### src/rtl/play_adjacent_edge_if.sv
// Board-state bus for O strategy blocks: X/O occupancy in, one-hot move recommendation out.
interface play_adjacent_edge_if;
    localparam int unsigned N_SQ = 9;

    logic [N_SQ-1:0] xin;
    logic [N_SQ-1:0] oin;
    logic [N_SQ-1:0] oout;
    logic            hit;

    modport master (output xin, output oin, input oout, input hit);
    modport slave  (input xin, input oin, output oout, output hit);
endinterface

### src/rtl/play_adjacent_edge.sv
// O-player defence against the opposite-corner fork: when X holds two opposite corners
// and O holds the centre, recommend the first empty edge (5, 3, 7, 1). Registered output.
module play_adjacent_edge (
    input  logic                clk,
    input  logic                rst_n,
    play_adjacent_edge_if.slave bus
);
    localparam int unsigned N_SQ = 9;

    logic [N_SQ-1:0] w_empty;
    logic            w_corner_pair;
    logic            w_legal;
    logic            w_trigger;
    logic [N_SQ-1:0] w_next_oout;
    logic [N_SQ-1:0] r_oout;
    logic            r_hit;

    assign w_empty       = ~(bus.xin | bus.oin);
    assign w_corner_pair = (bus.xin[8] & bus.xin[0]) | (bus.xin[6] & bus.xin[2]);
    assign w_legal       = ((bus.xin & bus.oin) == '0);
    assign w_trigger     = w_legal & bus.oin[4] & w_corner_pair;

    // Fixed edge priority; a one-hot result can only land on an empty edge.
    always_comb begin
        w_next_oout = '0;
        if (w_trigger) begin
            if (w_empty[5])      w_next_oout[5] = 1'b1;
            else if (w_empty[3]) w_next_oout[3] = 1'b1;
            else if (w_empty[7]) w_next_oout[7] = 1'b1;
            else if (w_empty[1]) w_next_oout[1] = 1'b1;
        end
    end

    always_ff @(posedge clk) begin
        if (!rst_n) begin
            r_oout <= '0;
            r_hit  <= 1'b0;
        end else begin
            r_oout <= w_next_oout;
            r_hit  <= |w_next_oout;
        end
    end

    assign bus.oout = r_oout;
    assign bus.hit  = r_hit;
endmodule

### src/flat_wrapper.sv
// flat-port wrapper written by rule: the top's interface ports become plain ports
module play_adjacent_edge_flat 
  (clk, rst_n, bus_xin, bus_oin, bus_oout, bus_hit);
  play_adjacent_edge_if bus_i ();
  input  logic clk;
  input  logic rst_n;
  input wire logic [$bits(bus_i.xin)-1:0] bus_xin;
  input wire logic [$bits(bus_i.oin)-1:0] bus_oin;
  output wire logic [$bits(bus_i.oout)-1:0] bus_oout;
  output wire logic [$bits(bus_i.hit)-1:0] bus_hit;
  assign bus_i.xin = bus_xin;
  assign bus_i.oin = bus_oin;
  assign bus_oout = bus_i.oout;
  assign bus_hit = bus_i.hit;
  play_adjacent_edge u_core (.clk(clk), .rst_n(rst_n), .bus(bus_i));
endmodule
### config.mk
export PLATFORM = sky130hd
export DESIGN_NAME = play_adjacent_edge_flat
export DESIGN_NICKNAME = d
export VERILOG_FILES = /design/src/rtl/play_adjacent_edge_if.sv /design/src/rtl/play_adjacent_edge.sv /design/src/flat_wrapper.sv
export SDC_FILE = /design/constraint.sdc
export NUM_CORES = 1
export LEC_CHECK = 0
export BUFFER_PORTS_ARGS = -buffer_cell sky130_fd_sc_hd__buf_2
export CAP_MARGIN = 10
export CELL_PAD_IN_SITES_DETAIL_PLACEMENT = 1
export CELL_PAD_IN_SITES_GLOBAL_PLACEMENT = 2
export CORE_AREA = 5 5 49 51
export DETAILED_ROUTE_END_ITERATION = 7
export DIE_AREA = 0 0 54 56
export GPL_TIMING_DRIVEN = 0
export PLACE_DENSITY_LB_ADDON = 0.15
export SYNTH_ARGS = -nofsm -noshare
export SYNTH_HDL_FRONTEND = slang
export SYNTH_SLANG_ARGS = --single-unit
### constraint.sdc
create_clock -name clk -period 3 [get_ports clk]
set_clock_uncertainty 0.1 [all_clocks]
set_input_delay 0.6 -clock clk [delete_from_list [all_inputs] [get_ports clk]]
set_output_delay 0.6 -clock clk [all_outputs]
set_load 0.05 [all_outputs]
==> flow_summary.ini <==
[critical_path]
critical_path_class = reg -> out
start_kind = flop
path_cells = buf_2
crit_path_start = u_core.bus.oout[5]
worst_ep_required_time_ns = 2.30
cpLargestDelayFamily = flip-flops
crit_fanout = 1
cp_data_arrival_time_ns = 0.78
cpPeakStageDelay_ns = 0.29
cp-end-kind = output pin
crit_buf_inv = 1
cp_slowest_cell = dfxtp_1

[logic_synthesis]
avgSynthCellArea_um2 = 8.501
seq_area_frac_synth = 0.3463
netlist_area_um2 = 289.0
synth_edf_count = 0
ys_seq_elements = 5
yosys.area.top_type = dfxtp_1
yosys.area.top_type_share = 0.3463
async_flop_share = 0
synth_warnings = 0
yosysUniqueCellTypes = 13
synth_ff_type = dfxtp_1
synthTopCellsByCount = a22oi_1, buf_4, dfxtp_1, nor4_1, nand2_1
synth_cells = 34
netlist_top_cells_area = dfxtp_1, a22oi_1, buf_4, nor4_1, nand2_1

[power]
power_density_nw_per_um2 = 395.3
vdd_ir_drop_max_mv = 0.07165
power.leakage_nw = 0.2467
clockPowerShare = 0.388
sw_frac_of_total = 0.2823
combPwrFrac = 0.263
intPower_w = 0.0001374
p_switching_w = 0.00005404
pwr-share-seq = 0.349

[sta]
max_freq_ghz = 0.6766
final.period_utilization = 0.4926
hold_viol = 0
final.setup.tns_ns = 0
slew_viol_final = 0
final-setup-viol-count = 0
rsz0062_at_grt = no
layout_setup_ws_ns = 1.522
period_needed_ns = 1.478

[die]
start_util = 0.1520
dieArea_um2 = 3024
coreArea_um2 = 1902
rows = 16
die_h_um = 56
dieWidth_um = 54
ios = 30

[detailed_routing]
drtIter0Drc = 4
routed_via_density = 3.602
drc_errors = 0
drtPass1Iterations = 4
drt_wl_total_um = 840
wl_per_cell_um = 9.032
ant_nets = 0
vias = 335

[status]
outcome = completed

[finish]
finalInstanceArea_um2 = 484.2
nNetsFinal = 87
num_antenna_cells = 0
area_growth_pct = 67.53
drive_gt1_frac = 0.5303

[global_routing]
gr-usage-all-layers = 0.06139
grt_pass1_wl_mm = 1.373
grt_pass1_vias = 348
antenna_found_initial = 0
grt_overflow_total = 0
grt_max_degree = 6

[clock_tree]
h-tree-depth = 1
post_cts_buffers = 0
postCtsResizedCells = 0
cts_tree = yes
numCtsBuffers = 3
clock_path_buffers = 2
hold_buffers = 0
root_buffer = clkbuf_4
clock_sinks = 5
clkTransAtPathRegs_ns = 0.04

[worst_hold_path]
hold_path_class = in -> reg
min-delay-start = bus_xin[3]

[run]
maxCapViolCount = 0

[placed_design]
preCtsSetupSlack_ns = 1.328
placed_area_um2 = 457.9
io_buffer_count = 24
gp_congestion = 0.6098
-- final timing paths --
check / cells past startpoint / end / slack (ns)
setup / recovery: 1 / bus_oout[5] / 1.52
hold / removal: 4 / u_core.bus.oout[3] / 0.56
-- state kept, by name (all words and copies together), names as in the netlist --
| signal | count |
|---|---|
| u_core.bus.oout | 4 |
| u_core.bus.hit | 1 |
-- cell type report --
type / instances / area [um^2]
repair buffers: 24 / 120.1
fillers: 242 / 1418
multi-input cells: 28 / 166.4
flip-flops and latches: 5 / 100.1
clock buffers: 4 / 26.28
well taps: 27 / 33.78
plain buffers: 5 / 37.54
-- metrics by stage --
| step | hold slack (ns) | total power, W | utilization | instances |
|---|---|---|---|---|
| 6_report | 0.5560 | 0.0001914 | 0.2546 | 93 |
| 5_1_grt | 0.5667 | 0.0002074 | 0.2546 | 93 |
| 4_1_cts | 0.5497 | 0.0001959 | 0.2546 | 93 |
| 3_5_place_dp | 0.8049 | 0.0001185 | 0.2408 | 89 |
| 3_3_place_gp | 0.8020 | 0.0001184 | 0.2408 | 89 |
| 2_1_floorplan | 0.6513 | 0.0001004 | - | 38 |
-- power by group through the flow --
stage	Sequential, W	Combinational (W)	Clock (W)
after floorplan	0.0000685	0.0000319	0
after global placement	0.0000680	0.0000504	0
after detailed placement	0.0000680	0.0000505	0
after CTS	0.0000669	0.0000506	0.0000785
after global routing	0.0000667	0.0000558	0.0000848
final	0.0000669	0.0000503	0.0000742
-- placed cells by master (no fill, tap or decap), types with 3 or more instances in the layout --
cell type | synthesis | layout
buf_2 | 0 | 24
a22oi_1 | 5 | 5
nor4_1 | 5 | 5
buf_4 | 5 | 5
conb_1 | 1 | 5
dfxtp_1 | 5 | 5
nand2_1 | 4 | 4
nor2_1 | 3 | 3
clkbuf_4 | 0 | 3
-- logic make-up after synthesis --
| family | Yosys count | share of synthesized area |
|---|---|---|
| buffers and inverters | 5 | 0.1299 |
| other | 1 | 0.01297 |
| DFF | 5 | 0.3463 |
| AOI/OAI and AO/OA | 6 | 0.1602 |
| and+or+nand+nor | 17 | 0.3507 |
-- layer usage --
layer,up-vias,global-route usage,wire (um)
li1,179,-,-
met5,-,0,0
met3,0,0.01340,120
met4,0,0.05338,0
met1,136,0.07668,357
met2,20,0.08478,363
(Power assumes the default switching activity.)
